### config.mk
export PLATFORM = sky130hd
export DESIGN_NAME = add_pipe
export DESIGN_NICKNAME = d
export VERILOG_FILES = /design/src/rtl/add_pipe.sv
export SDC_FILE = /design/constraint.sdc
export NUM_CORES = 1
export LEC_CHECK = 0
export CORE_ASPECT_RATIO = 2
export CORE_MARGIN = 2
export CORE_UTILIZATION = 35
export CTS_CLUSTER_DIAMETER = 80
export CTS_CLUSTER_SIZE = 10
export DETAILED_ROUTE_END_ITERATION = 6
export DONT_BUFFER_PORTS = 1
export GPL_TIMING_DRIVEN = 0
export HOLD_SLACK_MARGIN = 0.1
export PLACE_DENSITY = 0.52
export SYNTH_ARGS = -nofsm -noshare
export SYNTH_HDL_FRONTEND = slang
export SYNTH_SLANG_ARGS = --single-unit
### constraint.sdc
create_clock -name clk -period 5.85 [get_ports clk]
set_input_delay 1.755 -clock clk [delete_from_list [all_inputs] [get_ports clk]]
set_output_delay 1.755 -clock clk [all_outputs]
set_load 0.01 [all_outputs]
### src/rtl/add_pipe.sv
// add_pipe: pipelined add/subtract unit with a valid/ready handshake.
// A WIDTH-bit operation is cut into STAGES segments of SEG bits. Each pipeline
// stage resolves one segment and registers its carry for the next stage.
// Optional feature macro: ADD_PIPE_SAT_EN adds a per-beat 'sat' input that
// clamps overflowed results to the most positive or most negative value.
module add_pipe #(
    parameter int WIDTH  = 32,
    parameter int STAGES = 2
) (
    input  logic             clk,
    input  logic             rst,
    input  logic             in_valid,
    output logic             in_ready,
    input  logic [WIDTH-1:0] a,
    input  logic [WIDTH-1:0] b,
    input  logic             cin,
    input  logic             sub,
`ifdef ADD_PIPE_SAT_EN
    input  logic             sat,
`endif
    output logic             out_valid,
    input  logic             out_ready,
    output logic [WIDTH-1:0] out,
    output logic             carry,
    output logic             ovf,
    output logic             zero
);

    localparam int SEG  = WIDTH / STAGES;
    localparam int LAST = STAGES - 1;

    // Per-stage state: skewed operand copies, partial sum, segment carry,
    // beat valid and the saturation request that travels with the beat.
    logic [WIDTH-1:0] a_q   [STAGES];
    logic [WIDTH-1:0] b_q   [STAGES];
    logic [WIDTH-1:0] s_q   [STAGES];
    logic             c_q   [STAGES];
    logic             vld_q [STAGES];
    logic             sat_q [STAGES];

    logic [WIDTH-1:0] a_d   [STAGES];
    logic [WIDTH-1:0] b_d   [STAGES];
    logic [WIDTH-1:0] s_d   [STAGES];
    logic             c_d   [STAGES];
    logic             vld_d [STAGES];
    logic             sat_d [STAGES];

    logic             sat_i;
    logic             adv;

    logic [WIDTH-1:0] pa, pb, ps;
    logic             pc, pv, psat;
    logic [SEG:0]     seg;

    logic [WIDTH-1:0] res;
    logic             a_msb, b_msb, ovf_raw;

`ifdef ADD_PIPE_SAT_EN
    assign sat_i = sat;
`else
    assign sat_i = 1'b0;
`endif

    // Clamp value for an overflowed result: the true result takes the sign of
    // the operands, so a negative operand pair saturates to the most negative.
    function automatic logic [WIDTH-1:0] sat_clamp(input logic neg);
        logic signed [WIDTH-1:0] lim;
        lim = neg ? {1'b1, {(WIDTH-1){1'b0}}} : {1'b0, {(WIDTH-1){1'b1}}};
        return lim;
    endfunction

    // The whole pipe moves as one; a stalled output freezes every stage.
    assign adv       = !vld_q[LAST] || out_ready;
    assign in_ready  = adv;
    assign out_valid = vld_q[LAST];

    // Next-state for every stage: stage k adds segment k of the operands it
    // holds plus the carry produced by the stage before it.
    always_comb begin
        pa   = a;
        pb   = sub ? ~b : b;
        pc   = sub ? 1'b1 : cin;
        ps   = '0;
        pv   = in_valid;
        psat = sat_i;
        seg  = '0;
        for (int k = 0; k < STAGES; k++) begin
            seg = {1'b0, pa[k*SEG +: SEG]} + {1'b0, pb[k*SEG +: SEG]} + {{SEG{1'b0}}, pc};
            ps[k*SEG +: SEG] = seg[SEG-1:0];
            a_d[k]   = pa;
            b_d[k]   = pb;
            s_d[k]   = ps;
            c_d[k]   = seg[SEG];
            vld_d[k] = pv;
            sat_d[k] = psat;
            if (k < STAGES - 1) begin
                pa   = a_q[k];
                pb   = b_q[k];
                pc   = c_q[k];
                ps   = s_q[k];
                pv   = vld_q[k];
                psat = sat_q[k];
            end
        end
    end

    // Stage registers: cleared on reset so no beat survives it, held on stall.
    always_ff @(posedge clk or posedge rst) begin
        if (rst) begin
            for (int k = 0; k < STAGES; k++) begin
                a_q[k]   <= '0;
                b_q[k]   <= '0;
                s_q[k]   <= '0;
                c_q[k]   <= 1'b0;
                vld_q[k] <= 1'b0;
                sat_q[k] <= 1'b0;
            end
        end else if (adv) begin
            for (int k = 0; k < STAGES; k++) begin
                a_q[k]   <= a_d[k];
                b_q[k]   <= b_d[k];
                s_q[k]   <= s_d[k];
                c_q[k]   <= c_d[k];
                vld_q[k] <= vld_d[k];
                sat_q[k] <= sat_d[k];
            end
        end
    end

    // Result and flags from the last stage; zero is qualified by valid so the
    // flag reads 0 out of reset.
    always_comb begin
        res     = s_q[LAST];
        a_msb   = a_q[LAST][WIDTH-1];
        b_msb   = b_q[LAST][WIDTH-1];
        ovf_raw = (a_msb == b_msb) && (res[WIDTH-1] != a_msb);
        out     = res;
        if (sat_q[LAST] && ovf_raw) begin
            out = sat_clamp(a_msb);
        end
        carry = c_q[LAST];
        ovf   = ovf_raw;
        zero  = vld_q[LAST] && (out == '0);
    end

endmodule

* Word-level counts from Yosys, hierarchy flattened
Cells that the tools add are included.
** Operators by class
- Add/sub/neg operators :: 4
- Eq/ne operators :: 2
- Multiplexer cells :: 2
- Bitwise gates (word level) :: 1
- Reduce and logical (&&, ||, !) cells :: 5
** Operator list (number)
- 16-bit by 16-bit adder with 17-bit output :: 2
- 17-bit by 1-bit adder with 17-bit output :: 2
- 32-bit zero test :: 1
- 32-bit two-way mux :: 1
- 32-bit inverter :: 1
- 1-bit logical AND :: 2
- 1-bit == test :: 1
- 1-bit zero test :: 1
- 1-bit logical OR :: 1
- 1-bit two-way mux :: 1
- 1-bit != test :: 1
** Word-level totals
- Flip-flop bits (word level) :: 180
- Bits of input ports :: 70
- Output and inout bits :: 37
- Logic and storage cells :: 24

* Longest topological paths before layout
- Word-level depth :: 4
- Depth in mapped cells :: 12
- Mapped depth without buffers :: 10

* Worst setup path after synthesis
Ideal clock, no wire load.
- Kind :: in2out
- From :: input out_ready
- To :: output in_ready
- Data arrival time :: 2606 ps
- Slack :: 1489 ps
- Stages :: 5
- Path buffers :: 3
- Cell sequence :: nor2b_1 buf_2 inv_1 clkbuf_1 clkbuf_1
** On the way
- Longest elaborated chain between the ends :: 1
** RTL lines
- start, declared :: line 22 : input logic out_ready,
- 1-bit logical OR :: line 73 : assign adv = !vld_q[LAST] || out_ready;
- end, declared :: line 13 : output logic in_ready,
No other way between the ends.

* Worst setup path after layout
Ends and elaborated chain as after synthesis.

==> impl_summary.md <==
Run status
The run finished with clean final reports.

Clock tree
For the worst-skew pair, the clock arrives at the later sink with an insertion delay of 350 ps. The post-CTS resize count is 0. TritonCTS created 9 clock buffers.

The CTS tree is done. Counting along the longest clock path gives a buffer depth of 2. The H-tree depth reported by CTS is 3. The number of hold buffers added after cts is 0. The master cell of the clock root buffer is sky130_fd_sc_hd__clkbuf_16. The total number of clock tree sinks is 86. After clock tree synthesis, the clock-pin slew on the worst setup and hold paths is 60 ps.

The post-CTS setup repair buffer count is 0.

Finish
The antenna cell count is 0. After the flow finishes, the layout carries non-filler instances totaling 790. The area growth from synthesis to layout is 11.7%.

The layout net count is 697. Of the cells placed in the final design, the portion with a size suffix greater than 1 is 7.36%.

Drt
The overall via count from detail_route is 4,147. The met3 wire length is 793 um. After detailed routing, the met2 layer carries 8.85 mm of wire. After detailed routing, the total wire length is 15.5 mm. The number of design rule violations left after detail routing is 0. The first-pass iteration count of the detailed router is 4.

The highest metal layer carrying signal wires in the routed design is met4. Once detail routing completed, the nets flagged for antenna violations numbered 0. The average routed wire per standard cell is 19.6 um.

The detailed router finished its first iteration with 185 violations. In the final routing, the length of wire on met1 measures 5.27 mm. After detailed routing, the number of vias per cell comes to 5.25.

Die
The y dimension of the die is 176 um. The die footprint is 0.0158 mm^2. The width of the chip is 89.9 um. In this run the core area contains 62 standard-cell rows. 107 I/O pins were placed. The floorplan step defined a core boundary enclosing 0.0144 mm^2. The initial utilization of the core area, before any placement, comes to 36.0%.

Power
The maximum VDD drop is 0.142 mV. The leakage power is 2.60 nW. The power density of the placed cells is 404 mW/mm^2.

Worst setup path
The critical path goes through nor2b_1 > buf_2 > inv_1 > clkbuf_1 > clkbuf_1. The critical path data arrival time is 3220 ps. The most used cell along the critical path is sky130_fd_sc_hd__clkbuf_1. The critical setup path kind is input pin to output pin.

At the worst endpoint, the required time is 4090 ps. In this run the worst setup path begins at out_ready. STA classifies the critical path endpoint as an output pin. The path depth of the worst reg2reg path is 8.

In this run the worst path has a maximum fanout of 10. The total stage count of the critical path is 5. STA classifies the critical path startpoint as an input pin.

In this run the critical register-to-register path is launched from pa[16]. In this design, the largest share of critical-path delay is due to buffers and inverters. The largest single stage delay on the critical path is 620 ps. The standard cell with the maximum stage delay on the critical path is sky130_fd_sc_hd__clkbuf_1.

The critical path contains buffers and inverters numbering 4 combined.

Synthesis
In the post-synthesis netlist, the cell with the most instances is sky130_fd_sc_hd__nand2_1. Synthesis handed over a netlist of 581 instances. For this run, the register share of the synthesized area comes to 41.7%. Sorting the synthesized cells by how often they occur yields sky130_fd_sc_hd__nand2_1 (156), sky130_fd_sc_hd__dfrtp_1 (86), sky130_fd_sc_hd__o21ai_0 (46), sky130_fd_sc_hd__a21oi_1 (33), sky130_fd_sc_hd__ha_1 (30). When the netlist entered floorplanning its net count stood at 685. The cell area after synthesis is 0.00516 mm^2. In the synthesized netlist the dominant register cell turns out to be sky130_fd_sc_hd__dfrtp_1.

Yosys attributes the largest share of cell area to sky130_fd_sc_hd__dfrtp_1 (42%), sky130_fd_sc_hd__nand2_1 (11%), sky130_fd_sc_hd__ha_1 (7.3%). The mean cell area of the mapped netlist is 8.88 um^2. After synthesis, the share of flip-flops with an asynchronous set or reset is 100%.

The yosys synthesis warning count is 0. In this run, synthesis inferred 0 flip-flops with an integrated enable. The synthesized design devotes to its leading area cell type 41.7% of total area. The count of cell types in the netlist is 66.

Summed over all instances, the cell type with the most area after synthesis is sky130_fd_sc_hd__dfrtp_1. Synthesis inferred 86 register bits.

STA
Setup repair after global routing left no endpoint under its margin. Adding up every negative setup slack in the final design gives 0 ps. Setup violations remaining at the end of the flow were counted as 0.

The fmax is 201 MHz. The clock period could shrink to 4980 ps. The worst clock skew is 8.16 ps.

The number of pins with negative max-slew slack in the final report is 0. The final hold violation count came to 0. After layout, the worst setup slack is 871 ps. The relative slew slack is 51.6%.

The worst path uses 85.1% of the clock period. For the pin with the worst max-slew slack, the measured transition is 725 ps.

Global routing
The residual overflow from global routing is 0. Entering global routing, the biggest net connects 62 pins. The via count of the first global-routing pass is 4,413.

For this run, the total global-route usage over all layers was measured as 20.4%. The wire length of the first global-routing pass is 24.6 mm. The initial antenna violation count is 0.

Min path
The depth of the worst hold-timing path is 2. The path class of the tightest hold or removal check is flop to flop. The worst hold path begins at ps[9].

Placed design
The total instance count after detailed placement is 774. OpenSTA, run right after detailed placement, puts the worst setup slack at 800 ps. The sum of net half-perimeters after detailed placement is 12.4 mm. Port buffering added 0 buffers. The congestion estimate from routability-driven global placement came to 0.881.

Job
The max capacitance violation total is 0.
## where the power goes
group          total (W)  switching (W)  internal (W)
clock           0.000639       0.000249      0.000390
combinational   0.000711       0.000425      0.000286
sequential      0.000979       0.000214      0.000764
## final timing paths
| kind | to | slack [ps] |
|---|---|---|
| min in group asynchronous | pa[17] | 1260 |
| worst min-delay path | res[9] | 470 |
| worst min register to register | res[9] | 470 |
| max in group asynchronous | pa[26] | 3960 |
| worst max-delay path | in_ready | 870 |
| worst max register to register | res[22] | 3200 |
## kinds of logic after synthesis
| logic type | synth area share, % |
|---|---|
| simple gates | 20.2 |
| compound gates | 16.8 |
| flops | 41.7 |
| xor+xnor | 9.17 |
| buf+inv | 2.93 |
| fa+ha+maj | 8.83 |
| mux | 0.388 |
## metal layers
| layer | track usage, % | vias up |
|---|---|---|
| met5 | 0 | - |
| met3 | 4.46 | 30 |
| met4 | 9.62 | 0 |
| li1 | - | 2034 |
| met1 | 19.6 | 1962 |
| met2 | 40.5 | 121 |
## final cells by class
cell class              count  area [um^2]
fillers                  1468         8590
multi-input cells         459         2860
flip-flops and latches     86         2150
well taps                 192          240
clock buffers              10          239
plain buffers              26          114
clock inverters             6         93.8
inverters                  10         40.0
repair buffers              1         27.5
## tightest hold or removal path, stage by stage, from the launching register on
cell and delay (ps):
sky130_fd_sc_hd__dfrtp_1 340, sky130_fd_sc_hd__nand2_1 50, sky130_fd_sc_hd__nand2_1 50
## cell usage in the layout, fill, tap and decap left out, drive strengths merged, types with 12 or more instances in the layout
cell type	synthesis	routed
dfrtp	86	86
o21ai	52	52
nor2	25	25
clkbuf	17	27
xnor2	26	26
a21o	12	12
a21oi	34	34
nand2	156	156
xor2	28	28
ha	30	30
## per-stage QoR
| step | cell area, um^2 | utilization [%] | hold WS, ps | power [W] |
|---|---|---|---|---|
| after floorplan | 5160 | - | 430 | 0.00146 |
| after global placement | 5400 | 37.6 | 451 | 0.00170 |
| after detailed placement | 5430 | 37.8 | 464 | 0.00171 |
| after CTS | 5760 | 40.2 | 475 | 0.00236 |
| after global routing | 5760 | 40.2 | 488 | 0.00248 |
| final | 5760 | 40.2 | 475 | 0.00233 |
## state kept, by name, indices dropped and copies added (netlist names)
signal	flops
out_valid	1
ps	16
pa	16
res	32
pv	1
pb	16
b_msb	1
carry	1
a_msb	1
pc	1
Note: power is estimated with default switching activity, not from simulation.
